## src/rtl/ureg_fanout_pkg.sv

```systemverilog
// Shared types and constants for the ureg fan-out slice: slot index,
// in-order tracking entry and the fixed ureg bus widths.
package ureg_fanout_pkg;

    localparam int UREG_ADDR_W   = 12;
    localparam int UREG_STRB_W   = 8;
    localparam int UREG_DATA_W   = 64;
    localparam int MAX_SLOT_BITS = 4;

    localparam logic [UREG_DATA_W-1:0] ERR_DATA_DEFAULT = 64'hDEAD_BEEF_DEAD_BEEF;

    typedef logic [MAX_SLOT_BITS-1:0] slot_idx_t;

    // is_local marks requests answered by the fan-out itself (slot out of range)
    typedef struct packed {
        logic      is_local;
        slot_idx_t slot;
    } track_entry_t;

endpackage

```

## src/rtl/ureg_fanout_ordq.sv

```systemverilog
// In-order tracking FIFO for ureg_fanout: one entry per accepted request,
// extra-MSB pointers give full/empty without a separate counter register.
module ureg_fanout_ordq
    import ureg_fanout_pkg::*;
#(
    parameter int DEPTH = 4
) (
    input  logic                   clk,
    input  logic                   rst,
    input  logic                   push,
    input  track_entry_t           push_entry,
    input  logic                   pop,
    output track_entry_t           head,
    output logic                   full,
    output logic                   empty,
    output logic [$clog2(DEPTH):0] count
);

    localparam int AW = $clog2(DEPTH);

    logic [AW:0]  wr_ptr_reg;
    logic [AW:0]  rd_ptr_reg;
    track_entry_t mem [DEPTH];
    logic         push_ok;
    logic         pop_ok;

    assign push_ok = push & !full;
    assign pop_ok  = pop & !empty;

    always_ff @(posedge clk) begin
        if (rst) begin
            wr_ptr_reg <= '0;
            rd_ptr_reg <= '0;
        end else begin
            if (push_ok) wr_ptr_reg <= wr_ptr_reg + 1'b1;
            if (pop_ok)  rd_ptr_reg <= rd_ptr_reg + 1'b1;
        end
    end

    always_ff @(posedge clk) begin
        if (push_ok) mem[wr_ptr_reg[AW-1:0]] <= push_entry;
    end

    // Head is read combinationally so a response can be steered in the
    // same cycle it arrives from the application.
    assign head  = mem[rd_ptr_reg[AW-1:0]];
    assign empty = (wr_ptr_reg == rd_ptr_reg);
    assign full  = (wr_ptr_reg[AW] != rd_ptr_reg[AW]) &&
                   (wr_ptr_reg[AW-1:0] == rd_ptr_reg[AW-1:0]);
    assign count = wr_ptr_reg - rd_ptr_reg;

endmodule

```

## src/rtl/ureg_fanout.sv

```systemverilog
// Fans one upstream ureg port out to NUM_APPS slots, returning responses in
// request order. Optional head timeout: define UREG_FANOUT_TIMEOUT_EN.
module ureg_fanout
    import ureg_fanout_pkg::*;
#(
    parameter int                     NUM_APPS        = 4,
    parameter int                     ADDR_WIDTH      = UREG_ADDR_W,
    parameter int                     SLOT_BITS       = 2,
    parameter int                     MAX_OUTSTANDING = 4,
    parameter logic [UREG_DATA_W-1:0] ERR_DATA        = ERR_DATA_DEFAULT,
    parameter int                     TIMEOUT_CYCLES  = 1024
) (
    input  logic                            clk,
    input  logic                            rst,
    output logic                            ureg_req_rdy,
    input  logic                            ureg_req_val,
    input  logic [ADDR_WIDTH-1:0]           ureg_req_addr,
    input  logic [UREG_STRB_W-1:0]          ureg_req_strb,
    input  logic [UREG_DATA_W-1:0]          ureg_req_data,
    input  logic                            ureg_resp_rdy,
    output logic                            ureg_resp_val,
    output logic [UREG_DATA_W-1:0]          ureg_resp_data,
    output logic                            ureg_resp_ecc,
    output logic [NUM_APPS-1:0]             app_req_val,
    input  logic [NUM_APPS-1:0]             app_req_rdy,
    output logic [ADDR_WIDTH-SLOT_BITS-1:0] app_req_addr,
    output logic [UREG_STRB_W-1:0]          app_req_strb,
    output logic [UREG_DATA_W-1:0]          app_req_data,
    input  logic [NUM_APPS-1:0]             app_resp_val,
    output logic [NUM_APPS-1:0]             app_resp_rdy,
    input  logic [NUM_APPS*UREG_DATA_W-1:0] app_resp_data,
    input  logic [NUM_APPS-1:0]             app_resp_ecc
);

    logic [SLOT_BITS-1:0]         req_slot;
    logic                         req_local;
    logic [NUM_APPS-1:0]          req_hit;
    logic [NUM_APPS-1:0]          head_hit;
    logic [NUM_APPS-1:0]          fwd_ok;
    logic [NUM_APPS-1:0]          stale_drain;
    logic                         head_timed_out;
    logic [SLOT_BITS-1:0]         head_slot;
    logic                         run_reg;
    logic                         fifo_push;
    logic                         fifo_pop;
    logic                         fifo_full;
    logic                         fifo_empty;
    logic [$clog2(MAX_OUTSTANDING):0] fifo_count;
    track_entry_t                 push_entry;
    track_entry_t                 head;
    logic                         unused_bits;

    // Holds the request side off until the first cycle after reset.
    always_ff @(posedge clk) begin
        if (rst) run_reg <= 1'b0;
        else     run_reg <= 1'b1;
    end

    assign req_slot  = ureg_req_addr[ADDR_WIDTH-1 -: SLOT_BITS];
    assign req_local = (int'(req_slot) >= NUM_APPS);
    assign head_slot = head.slot[SLOT_BITS-1:0];

    for (genvar gi = 0; gi < NUM_APPS; gi++) begin : g_slot
        assign req_hit[gi]     = (req_slot == SLOT_BITS'(gi));
        assign app_req_val[gi] = run_reg & ureg_req_val & !fifo_full & req_hit[gi];
        assign head_hit[gi]    = !fifo_empty & !head.is_local & (head_slot == SLOT_BITS'(gi));
    end

    assign ureg_req_rdy = run_reg & !fifo_full & (req_local | (|(req_hit & app_req_rdy)));
    assign app_req_addr = ureg_req_addr[ADDR_WIDTH-SLOT_BITS-1:0];
    assign app_req_strb = ureg_req_strb;
    assign app_req_data = ureg_req_data;

    assign fifo_push           = ureg_req_val & ureg_req_rdy;
    assign push_entry.is_local = req_local;
    assign push_entry.slot     = slot_idx_t'(req_slot);
    assign fifo_pop            = ureg_resp_val & ureg_resp_rdy;

    ureg_fanout_ordq #(
        .DEPTH (MAX_OUTSTANDING)
    ) u_ordq (
        .clk        (clk),
        .rst        (rst),
        .push       (fifo_push),
        .push_entry (push_entry),
        .pop        (fifo_pop),
        .head       (head),
        .full       (fifo_full),
        .empty      (fifo_empty),
        .count      (fifo_count)
    );

    always_comb begin
        ureg_resp_val  = 1'b0;
        ureg_resp_data = '0;
        ureg_resp_ecc  = 1'b0;
        app_resp_rdy   = stale_drain;
        if (!fifo_empty) begin
            if (head.is_local || head_timed_out) begin
                ureg_resp_val  = 1'b1;
                ureg_resp_data = ERR_DATA;
            end else begin
                for (int i = 0; i < NUM_APPS; i++) begin
                    if (head_hit[i]) begin
                        ureg_resp_val   = app_resp_val[i] & fwd_ok[i];
                        ureg_resp_data  = app_resp_data[UREG_DATA_W*i +: UREG_DATA_W];
                        ureg_resp_ecc   = app_resp_ecc[i];
                        app_resp_rdy[i] = ureg_resp_rdy & fwd_ok[i];
                    end
                end
            end
        end
    end

`ifdef UREG_FANOUT_TIMEOUT_EN
    localparam int WAIT_W  = $clog2(TIMEOUT_CYCLES + 1);
    localparam int STALE_W = $clog2(MAX_OUTSTANDING) + 2;

    logic [WAIT_W-1:0]  wait_cnt_reg;
    logic [STALE_W-1:0] stale_cnt_reg [NUM_APPS];
    logic [NUM_APPS-1:0] stale_inc;
    logic [NUM_APPS-1:0] stale_dec;
    logic               head_waiting;

    assign head_timed_out = !fifo_empty & !head.is_local &
                            (wait_cnt_reg == WAIT_W'(TIMEOUT_CYCLES));
    assign head_waiting   = |(head_hit & ~(app_resp_val & fwd_ok));

    always_ff @(posedge clk) begin
        if (rst)                                 wait_cnt_reg <= '0;
        else if (fifo_pop)                       wait_cnt_reg <= '0;
        else if (head_waiting && !head_timed_out) wait_cnt_reg <= wait_cnt_reg + 1'b1;
    end

    // A slot owing late responses has them swallowed before anything of
    // its own is forwarded again, keeping its response stream aligned.
    for (genvar gi = 0; gi < NUM_APPS; gi++) begin : g_stale
        assign fwd_ok[gi]      = (stale_cnt_reg[gi] == '0);
        assign stale_drain[gi] = !fwd_ok[gi];
        assign stale_inc[gi]   = fifo_pop & head_timed_out & head_hit[gi];
        assign stale_dec[gi]   = stale_drain[gi] & app_resp_val[gi];
    end

    always_ff @(posedge clk) begin
        for (int i = 0; i < NUM_APPS; i++) begin
            if (rst)
                stale_cnt_reg[i] <= '0;
            else if (stale_inc[i] && !stale_dec[i] && stale_cnt_reg[i] != '1)
                stale_cnt_reg[i] <= stale_cnt_reg[i] + 1'b1;
            else if (stale_dec[i] && !stale_inc[i])
                stale_cnt_reg[i] <= stale_cnt_reg[i] - 1'b1;
        end
    end
`else
    assign head_timed_out = 1'b0;
    assign fwd_ok         = '1;
    assign stale_drain    = '0;
`endif

    assign unused_bits = ^{fifo_count, head.slot, (TIMEOUT_CYCLES != 0)};

endmodule

```

## config.mk

```make
export PLATFORM = sky130hd
export DESIGN_NAME = ureg_fanout
export DESIGN_NICKNAME = d
export VERILOG_FILES = /design/src/rtl/ureg_fanout_pkg.sv /design/src/rtl/ureg_fanout_ordq.sv /design/src/rtl/ureg_fanout.sv
export SDC_FILE = /design/constraint.sdc
export NUM_CORES = 1
export LEC_CHECK = 0
export BUFFER_PORTS_ARGS = -buffer_cell sky130_fd_sc_hd__buf_4
export CAP_MARGIN = 20
export CORE_AREA = 2 2 201 203
export CTS_CLUSTER_DIAMETER = 120
export CTS_CLUSTER_SIZE = 28
export DETAILED_ROUTE_END_ITERATION = 8
export DIE_AREA = 0 0 203 205
export GPL_ROUTABILITY_DRIVEN = 0
export HOLD_SLACK_MARGIN = 0.05
export PLACE_DENSITY = 0.41
export REMOVE_ABC_BUFFERS = 1
export SETUP_SLACK_MARGIN = 0.15
export SYNTH_ARGS = -nofsm -noshare
export SYNTH_HDL_FRONTEND = slang
export SYNTH_SLANG_ARGS = --single-unit
```

## constraint.sdc

```tcl
create_clock -name clk -period 2.7 [get_ports clk]
set_input_delay 0.135 -clock clk [delete_from_list [all_inputs] [get_ports clk]]
set_output_delay 0.135 -clock clk [all_outputs]
set_load 0.05 [all_outputs]
```

# After elaboration in Yosys (flattened, before gate mapping)
# Memories as Yosys holds them, arrays and structs flattened. A register that Yosys moved wholly into a read port is not among the register bits.
# Cells that the tools add are included.
[classes] n_bitwise=18 mux=29 n_eq_ne=9 n_reduce_logical=7 addsub=2
[op_table] cell="two-way mux 64 bit" n=6
[op_table] cell="two-way mux 1 bit" n=19
[op_table] cell="AND 1 bit" n=17
[op_table] cell="equality test 2 bit (second input constant)" n=4
[op_table] cell="two-way mux 4 bit" n=2
[op_table] cell="adder 3 x 1 -> 3 bit (second input constant)" n=2
[op_table] cell="AND 4 bit" n=1
[op_table] cell="equality test 2 x 1 -> 1 bit (second input constant)" n=2
[op_table] cell="logical NOT 2 bit" n=2
[op_table] cell="two-way mux 2 bit" n=2
[op_table] cell="OR reduction 4 bit" n=1
[op_table] cell="equality test 3 bit" n=1
[op_table] cell="equality test 2 bit" n=1
[op_table] cell="logical NOT 1 bit" n=2
[op_table] cell="logical AND 1 bit" n=1
[op_table] cell="logical NOT 1 bit (first input constant)" n=1
[op_table] cell="!= test 1 bit" n=1
[totals] out_inout_bits=157 register_bits=7 mem_count=1 in_bits=356 ramBits=8 word_cells=69
[memory_table] memory="u_ordq.mem" words=4 width=2 rd=1 rd_ports_with_merged_regs=1 wr=1 line_no="ureg_fanout_ordq.sv:23" rtl="track_entry_t mem [DEPTH];"

# Longest topological paths before layout
# Gate-level depths: netlist of the first run.
[logic_depth] ltp_word=14 ltp_mapped=6 ltp_nobuf=5

# Cells and area by module
# From an unflattened synthesis of the first run, not the netlist that was laid out.
[hier_totals] cells_unflattened=463 hier_area_um2=4439.3
[modules_own_cells] mod="ureg_fanout" cells_each=370 instances=1 seq_area_each_um2=20.0 area_each_um2=3100.5
[modules_own_cells] mod="ureg_fanout_ordq" cells_each=93 instances=1 seq_area_each_um2=760.7 area_each_um2=1338.8

# Worst setup path after synthesis of the first run
# No wires, ideal clock.
[synth_timing] path_type="reg2out" start="reg with a tool-made name" end="out app_resp_rdy[1]" arrival_time_ps=2537 path_stages_with_launch=6 required_ps=2565 path_buffers=3 path_slack_ps=28 cell_sequence="dfxtp_1 -> mux4_2 -> buf_2 -> buf_2 -> buf_2 -> nor3b_1"
[synth_rtl] element="end, declared" line_no="ureg_fanout.sv:30" rtl="output logic [NUM_APPS-1:0] app_resp_rdy,"

==> results_tabular.tex, run 1 <==
\begin{tabular}{lr}
\hline
Metric & Value \\
\hline
\multicolumn{2}{l}{\textbf{Outcome}} \\
Outcome & finished, final reports clean \\
\multicolumn{2}{l}{\textbf{Power and ir drop}} \\
Worst vdd rail ir drop & 0.281 mV \\
Switching pwr & around 940 uW \\
Relative contribution of sequential cells to total power & 12.4\% \\
PwrDens & 316 nW/um2 \\
Switch share & a little over two fifths \\
Standby leakage power & 3.08 nW \\
Clock network fraction of total power & a little over an eighth \\
Internal power contribution & roughly 1.3 mW \\
Combinational power share & 74.4\% \\
\multicolumn{2}{l}{\textbf{Logic synthesis}} \\
Portion of synthesized cell area occupied by the leading cell type & 43.9\% \\
Fraction of registers with async set/reset & 0\% \\
Number of standard cells after synthesis & a little over 300 \\
Leading cell type by number of instances after synthesis & sky130\_fd\_sc\_hd\_\_buf\_4 \\
Mux cell area share after synthesis & 46.0\% \\
Dominant combinational cell family by area after synthesis & multiplexers \\
Number of library cell types mapped by synthesis & 27 \\
Compound-gate portion of the synthesized area & 0.610\% \\
Largest cells by area after synthesis & sky130\_fd\_sc\_hd\_\_mux4\_2, sky130\_fd\_sc\_hd\_\_buf\_4, sky130\_fd\_sc\_hd\_\_nor2b\_1, sky130\_fd\_sc\_hd\_\_edfxtp\_1, sky130\_fd\_sc\_hd\_\_dfxtp\_1 \\
Sequential element share of the synthesized area & 12.0\% \\
Avg Inst Size Synth & 11.2 um2 \\
Area leader, netlist & sky130\_fd\_sc\_hd\_\_mux4\_2 \\
Share of synthesized cell area in full adder, half adder and majority cells & under 10\% \\
Number of synthesized flops with an enable pin & 8 \\
Simple-gate share of the synthesized area & between 10\% and 20\% \\
Yosys warns & 0 \\
Area share of xor/xnor cells in the synthesized design & 1.25\% \\
Combined area of all synthesized cells & roughly 3500 um2 \\
Top flip-flop cell by instance count after synthesis & sky130\_fd\_sc\_hd\_\_dfxtp\_1 \\
Seq cells post-synth & 17 \\
Leading cell types by count after synthesis & sky130\_fd\_sc\_hd\_\_buf\_4, sky130\_fd\_sc\_hd\_\_nor2b\_1, sky130\_fd\_sc\_hd\_\_mux4\_2 \\
\multicolumn{2}{l}{\textbf{Clocking}} \\
Clk buf depth & 2 \\
Clock Latency Late Sink & 0.25 ns \\
CTS clock-pin slew for the worst setup and hold paths & 0.05 ns \\
Hold bufs inserted after CTS & 0 \\
Sinks on the clock net & 17 \\
Clock buffer count from CTS & 3 \\
Clock tree root driver cell & sky130\_fd\_sc\_hd\_\_clkbuf\_16 \\
TritonCTS clock tree & yes \\
Deepest level of the CTS H-tree & 1 \\
\multicolumn{2}{l}{\textbf{STA}} \\
Worst Tran Pin Value & about 0.74 ns \\
Portion of the clock cycle consumed by the worst path in the final layout & 97.4\% \\
RSZ-0062 raised after global routing & yes \\
Final worst path period need & approximately 2.6 ns \\
Max transition margin & 50.1\% \\
Hold violation count in the final report & 0 \\
Peak Freq & 380 MHz \\
Count of final max-slew check failures & 0 \\
Final setup violating endpoints & 0 \\
Summed negative setup slack over all endpoints & 0 ns \\
Final clock skew & 0.00175 ns \\
\multicolumn{2}{l}{\textbf{Detailed routing}} \\
Drt first-iter violations & 281 \\
Vias per Instance & 3.57 \\
Number of detailed-route iterations in the first pass & 4 \\
Via count & $\sim$4k \\
Routed wirelength normalized by instance count & 30.6 um \\
Routed wire length & approximately 34000 um \\
Antenna violation net count after detailed routing & 0 \\
DRC Markers & 0 \\
\multicolumn{2}{l}{\textbf{Floorplanning}} \\
Starting Density & 8.86\% \\
Die boundary height & 205 um \\
Top-Level Pins & 513 \\
Site Rows & 73 \\
Standard cell core area & 39400 um2 \\
Die outline width & 203 um \\
Die area & 41600 um2 \\
\multicolumn{2}{l}{\textbf{Layout}} \\
Core occupancy in the finished layout & 18.2\% \\
Final net count & 940 \\
Proportion of layout cells with a drive suffix above 1 & 84.3\% \\
Fill cell instance count of the final layout & around 4.3k \\
Number of diodes & 0 \\
Area grow syn2layout & 105\% \\
\multicolumn{2}{l}{\textbf{Critical path}} \\
Critical Path Most Common Cell & sky130\_fd\_sc\_hd\_\_buf\_12 \\
Type of destination of the critical path & output port \\
Peak per-stage delay on the critical path & 0.61 ns \\
Slowest stage cell on the critical path & sky130\_fd\_sc\_hd\_\_mux4\_4 \\
Cell chain of the critical path & mux4\_4, buf\_12, buf\_12, buf\_12, mux4\_2, nor2b\_4, buf\_8 \\
Crit path arrival time & 2.49 ns \\
Largest delay share family, worst path & multiplexers \\
Nature of the critical path startpoint & register \\
Setup Crit Path Kind & register to output port \\
Count of buffer and inverter cells on the critical path & 4 \\
Critical path data required time & 2.57 ns \\
Critical path peak fanout & 7 \\
\multicolumn{2}{l}{\textbf{Placed design}} \\
Port Buffers & 348 \\
HPWL reported at the end of detailed placement & 28900 um \\
\multicolumn{2}{l}{\textbf{Global route}} \\
Overall routing resource usage & between 10\% and 20\% \\
Pin count of the biggest net entering global routing & 37 \\
Vias in the first global route & around 4k \\
GRT overflow & 0 \\
Wire length of the first global-routing pass & roughly 42000 um \\
Number of antenna violations at the first check in global routing & 1 \\
\multicolumn{2}{l}{\textbf{Job}} \\
Total of max-cap violations & 0 \\
\multicolumn{2}{l}{\textbf{Min path}} \\
Worst min path class & primary input to register \\
\hline
\end{tabular}
==> per-layer routing <==
metal | routed length, um | track usage [%]
met5 | 632 | 9.64
met4 | 270 | 1.38
met3 | 5970 | 13.0
met2 | 15000 | 24.1
met1 | 11800 | 15.7
==> power by group through the flow <==
stage	combinational (mW)	sequential, mW	clock [mW]
2_1_floorplan	0.721	0.285	0
3_3_place_gp	1.42	0.286	0
3_5_place_dp	1.42	0.286	0
4_1_cts	1.56	0.281	0.305
5_1_grt	1.77	0.282	0.317
6_report	1.68	0.281	0.297
==> final timing paths <==
path / slack, ns / startpoint / to / cells past startpoint
setup / recovery: 0.07 / u_ordq.mem[1][0] / ureg_resp_data[13] / 7
hold / removal: 0.12 / rst / u_ordq.wr_ptr_reg[2] / 2
setup reg to reg: 0.22 / u_ordq.mem[1][0] / u_ordq.rd_ptr_reg[0] / 8
hold reg to reg: 0.54 / u_ordq.rd_ptr_reg[1] / u_ordq.rd_ptr_reg[1] / 2
==> final cells by class <==
cell class	instances	area (um2)	area share (%)
flip-flops and latches	17	422	5.89
clock buffers	3	75.1	1.05
well taps	525	657	9.18
clock inverters	1	5.00	0.0700
multi-input cells	186	2630	36.8
inverters	3	11.3	0.157
repair buffers	368	3350	46.8
==> metrics by stage <==
stage | hold slack, ns | cell area (um2) | setup slack (ns) | power [mW] | std cells
floorplan | 0.207 | 2750 | -0.960 | 1.01 | 206
global placement | 0.270 | 6130 | 0.186 | 1.71 | 1087
detailed placement | 0.270 | 6130 | 0.154 | 1.71 | 1087
CTS | 0.129 | 6660 | 0.0171 | 2.15 | 1099
global route | 0.133 | 7150 | -0.0142 | 2.37 | 1103
finish | 0.120 | 7150 | 0.0708 | 2.26 | 1103
==> kinds of logic after synthesis <==
group                    after synthesis
buffers and inverters                108
AND/OR/NAND/NOR                       97
multiplexers                          75
flip-flops                            17
XOR/XNOR                               5
adder cells (fa/ha/maj)                5
AO/OA/AOI/OAI                          4
==> layout by cell type, fill, tap and decap left out, types with 2 or more instances in the layout <==
| cell type | n |
|---|---|
| sky130_fd_sc_hd__edfxtp_1 | 8 |
| sky130_fd_sc_hd__nor3_1 | 2 |
| sky130_fd_sc_hd__nor2_1 | 6 |
| sky130_fd_sc_hd__buf_16 | 5 |
| sky130_fd_sc_hd__buf_4 | 288 |
| sky130_fd_sc_hd__nand2_1 | 5 |
| sky130_fd_sc_hd__mux4_2 | 66 |
| sky130_fd_sc_hd__and3_1 | 6 |
| sky130_fd_sc_hd__nor2b_4 | 38 |
| sky130_fd_sc_hd__buf_6 | 31 |
| sky130_fd_sc_hd__mux2i_2 | 3 |
| sky130_fd_sc_hd__nand3_1 | 2 |
| sky130_fd_sc_hd__buf_12 | 6 |
| sky130_fd_sc_hd__mux4_4 | 2 |
| sky130_fd_sc_hd__a21oi_1 | 2 |
| sky130_fd_sc_hd__nor2b_1 | 30 |
| sky130_fd_sc_hd__dfxtp_1 | 8 |
| sky130_fd_sc_hd__xnor2_1 | 4 |
| sky130_fd_sc_hd__buf_8 | 37 |
| sky130_fd_sc_hd__ha_1 | 5 |
| sky130_fd_sc_hd__nor3b_1 | 3 |
| sky130_fd_sc_hd__inv_1 | 3 |
| sky130_fd_sc_hd__clkbuf_16 | 4 |
| sky130_fd_sc_hd__mux2_4 | 2 |
==> timing repair <==
action                                  4_1_cts  5_1_grt
pin swaps                                     0        0
endpoints found under the setup margin       63       70
gates resized for setup                      81      115
setup buffers                                 5        3
cloned                                        3        1
Power figures use the tool's default switching activity.
==> run 2, diff against run 1 <==
--- a/config.mk
+++ b/config.mk
@@ -7,15 +7,14 @@
 export LEC_CHECK = 0
 export BUFFER_PORTS_ARGS = -buffer_cell sky130_fd_sc_hd__buf_4
 export CAP_MARGIN = 20
-export CORE_AREA = 2 2 201 203
+export CORE_AREA = 2 2 199 201
 export CTS_CLUSTER_DIAMETER = 120
 export CTS_CLUSTER_SIZE = 28
 export DETAILED_ROUTE_END_ITERATION = 8
-export DIE_AREA = 0 0 203 205
+export DIE_AREA = 0 0 201 203
 export GPL_ROUTABILITY_DRIVEN = 0
 export HOLD_SLACK_MARGIN = 0.05
-export PLACE_DENSITY = 0.41
-export REMOVE_ABC_BUFFERS = 1
+export PLACE_DENSITY = 0.43
 export SETUP_SLACK_MARGIN = 0.15
 export SYNTH_ARGS = -nofsm -noshare
 export SYNTH_HDL_FRONTEND = slang
==> constraint.sdc (replaced) <==
create_clock -name clk -period 2.2 [get_ports clk]
set_input_delay 0.11 -clock clk [delete_from_list [all_inputs] [get_ports clk]]
set_output_delay 0.11 -clock clk [all_outputs]
set_load 0.01 [all_outputs]
==> results_tabular.tex, run 2 (synthesis results as in run 1) <==
\begin{tabular}{lr}
\hline
Metric & Value \\
\hline
\multicolumn{2}{l}{\textbf{Critical path}} \\
Crit path arrival time & 2.37 ns (-0.12 ns) \\
Type of destination of the critical path & output port \\
Worst setup startpoint & u\_ordq.mem[2][0] \\
Critical path peak fanout & 40 (+33) \\
Peak per-stage delay on the critical path & 0.67 ns (+0.06 ns) \\
Setup crit end & ureg\_resp\_data[46] \\
Cell chain of the critical path & mux4\_4, buf\_12, mux4\_2, nor2b\_1, buf\_4 \\
Slowest stage cell on the critical path & sky130\_fd\_sc\_hd\_\_mux4\_4 \\
Setup Crit Path Kind & register to output port \\
Minimum setup slack among reg-to-reg paths & -0.05 ns (-0.27 ns) \\
Nature of the critical path startpoint & register \\
Critical path data required time & 2.09 ns (-0.48 ns) \\
Reg2reg path depth & 6 (-2) \\
Origin of the critical flop-to-flop path & u\_ordq.mem[2][0] \\
\multicolumn{2}{l}{\textbf{Power and ir drop}} \\
Internal power contribution & 1.39 mW (+6.0\%) \\
Switching pwr & 588 uW (-38\%) \\
Total Power Consumption & 1.98 mW (-12\%) \\
PwrDens & 310 nW/um2 (-1.7\%) \\
Switch share & 29.7\% (-12 points) \\
Standby leakage power & 2.78 nW (-9.8\%) \\
Combinational power share & 64.8\% (-9.6 points) \\
Clock network fraction of total power & 17.8\% (+4.7 points) \\
Relative contribution of sequential cells to total power & 17.4\% (+5.0 points) \\
Worst vdd rail ir drop & 0.240 mV (-14\%) \\
\multicolumn{2}{l}{\textbf{Clocking}} \\
Clock tree root driver cell & sky130\_fd\_sc\_hd\_\_clkbuf\_16 \\
Clock buffer count from CTS & 3 (unchanged) \\
CTS clock-pin slew for the worst setup and hold paths & 0.05 ns (about the same) \\
Deepest level of the CTS H-tree & 1 (unchanged) \\
Clk buf depth & 2 (unchanged) \\
TritonCTS clock tree & yes \\
Sinks on the clock net & 17 (unchanged) \\
Clock Latency Late Sink & 0.24 ns (about the same) \\
Hold bufs inserted after CTS & 0 (unchanged) \\
\multicolumn{2}{l}{\textbf{Detailed routing}} \\
Drt first-iter violations & 149 (-47\%) \\
Antenna violation net count after detailed routing & 0 (unchanged) \\
DRC Markers & 0 (unchanged) \\
Routed wire length & 17900 um (-47\%) \\
Vias per Instance & 3.27 (-8.6\%) \\
Number of detailed-route iterations in the first pass & 4 (unchanged) \\
Via count & 3569 (-9.4\%) \\
Routed wirelength normalized by instance count & 16.3 um (-47\%) \\
\multicolumn{2}{l}{\textbf{Floorplanning}} \\
Standard cell core area & 38500 um2 (-2.3\%) \\
Die area & 40800 um2 (-2.0\%) \\
Top-Level Pins & 513 (unchanged) \\
Die boundary height & 203 um (-0.98\%) \\
Die outline width & 201 um (-0.99\%) \\
Site Rows & 72 (-1.4\%) \\
Starting Density & 9.07\% (+0.21 points) \\
\multicolumn{2}{l}{\textbf{Layout}} \\
Fill cell instance count of the final layout & 4311 (-0.83\%) \\
Final net count & 937 (-0.32\%) \\
Commonest cells after routing, fill and taps aside & sky130\_fd\_sc\_hd\_\_buf\_4, sky130\_fd\_sc\_hd\_\_nor2b\_1, sky130\_fd\_sc\_hd\_\_mux4\_2 \\
Area grow syn2layout & 82.9\% \\
Number of cells in the finished layout apart from fillers & 1093 (-0.91\%) \\
Area of all placed cells without fillers & 6380 um2 (-11\%) \\
Core occupancy in the finished layout & 16.6\% (-1.6 points) \\
Most frequent standard cell in the layout excluding fill and tap cells & sky130\_fd\_sc\_hd\_\_buf\_4 \\
Proportion of layout cells with a drive suffix above 1 & 77.2\% (-7.0 points) \\
Number of diodes & 0 (unchanged) \\
\multicolumn{2}{l}{\textbf{STA}} \\
Max transition margin & 67.8\% (+18 points) \\
Count of final max-slew check failures & 0 (unchanged) \\
Hold violation count in the final report & 0 (unchanged) \\
Final setup violating endpoints & 73 (+73) \\
RSZ-0062 raised after global routing & yes \\
Least setup slack across all paths after layout & -0.280 ns (-0.351 ns) \\
Final clock skew & 0.00183 ns (+0.0000871 ns) \\
Final worst path period need & 2.48 ns \\
Worst Tran Pin Value & 0.481 ns (-0.260 ns) \\
Summed negative setup slack over all endpoints & -14.54 ns (-14.54 ns) \\
Peak Freq & 403 MHz \\
Portion of the clock cycle consumed by the worst path in the final layout & 113\% \\
\multicolumn{2}{l}{\textbf{Global route}} \\
Overall routing resource usage & 7.96\% (-7.4 points) \\
Vias in the first global route & 3878 (-4.1\%) \\
Pin count of the biggest net entering global routing & 41 (+11\%) \\
Number of antenna violations at the first check in global routing & 0 (-1) \\
GRT overflow & 0 (unchanged) \\
Wire length of the first global-routing pass & 24900 um (-40\%) \\
\multicolumn{2}{l}{\textbf{Job}} \\
Total of max-cap violations & 0 (unchanged) \\
\multicolumn{2}{l}{\textbf{Placed design}} \\
Number of cells after detailed placement & 1084 (-0.28\%) \\
HPWL reported at the end of detailed placement & 15100 um (-48\%) \\
Port Buffers & 348 (unchanged) \\
Post-DP Area & 6180 um2 (+0.96\%) \\
\multicolumn{2}{l}{\textbf{Outcome}} \\
Outcome & complete, but fails checks \\
Failing checks & negative setup slack \\
\multicolumn{2}{l}{\textbf{Min path}} \\
Worst min path class & primary input to register \\
\multicolumn{2}{l}{\textbf{Logic synthesis}} \\
Number of nets in the synthesized netlist & 672 \\
\hline
\end{tabular}
[run 2: cell types whose count changed in the layout (fill, tap and decap cells not counted), moves of 4 or more]
cell | before | now
sky130_fd_sc_hd__buf_16 | 5 | 1
sky130_fd_sc_hd__buf_4 | 288 | 353
sky130_fd_sc_hd__buf_6 | 31 | 2
sky130_fd_sc_hd__buf_8 | 37 | 1
sky130_fd_sc_hd__nor2b_1 | 30 | 68
sky130_fd_sc_hd__nor2b_4 | 38 | 1
[run 2: final cells by class]
cell class | instances | area [um2] | area share (%)
Inverter | 3 | 11.3 | 0.176
Tap cell | 518 | 648 | 10.2
Sequential cell | 17 | 422 | 6.61
Timing Repair Buffer | 365 | 2880 | 45.1
Clock buffer | 4 | 78.8 | 1.23
Multi-Input combinational cell | 186 | 2340 | 36.7
[run 2: how the worst min path moves through the flow]
stage,startpoint,endpoint,slack (ns),depth (start not counted)
2_1_floorplan,rst,u_ordq.wr_ptr_reg[0],0.18,1
3_3_place_gp,ureg_req_data[19],app_req_data[19],0.22,0
3_5_place_dp,ureg_req_data[19],app_req_data[19],0.22,0
4_1_cts,rst,u_ordq.wr_ptr_reg[0],0.09,2
5_1_grt,rst,u_ordq.wr_ptr_reg[0],0.11,2
6_report,rst,u_ordq.wr_ptr_reg[0],0.09,2
[run 2: power by group through the flow]
stage	registers (mW)	logic (mW)	clock network, mW
after floorplan	0.350	0.697	0
after global placement	0.351	1.27	0
after detailed placement	0.351	1.27	0
after CTS	0.345	1.29	0.355
after global routing	0.346	1.38	0.370
final	0.345	1.28	0.352
[run 2: metrics by stage]
step	hold slack (ns)	setup WS [ns]
5_1_grt	0.106	-0.344
3_5_place_dp	0.220	-0.0781
2_1_floorplan	0.182	0.172
6_report	0.0881	-0.280
3_3_place_gp	0.220	-0.0491
4_1_cts	0.0932	-0.291
[run 2: per-layer routing]
layer	GRT usage, %	vias up	part of all wire [%]
li1	-	1599	-
met1	9.75	1694	40
met2	13.6	258	49
met3	3.00	18	10
met4	0.979	0	1.2
met5	0	-	0
[run 2: worst max-delay path, delay by kind of cell, from the launching register on]
kind	cells	cell delay [ns]
multiplexers	2	1.16
flip-flops	1	0.38
buffers and inverters	2	0.36
AND/OR/NAND/NOR	1	0.15
[run 2: timing repair]
item | 4_1_cts | 5_1_grt
setup buffers | 2 | 1
resized for setup | 5 | 5
pin swaps | 0 | 1
endpoints found under the setup margin | 75 | 75
gates cloned | 1 | 1
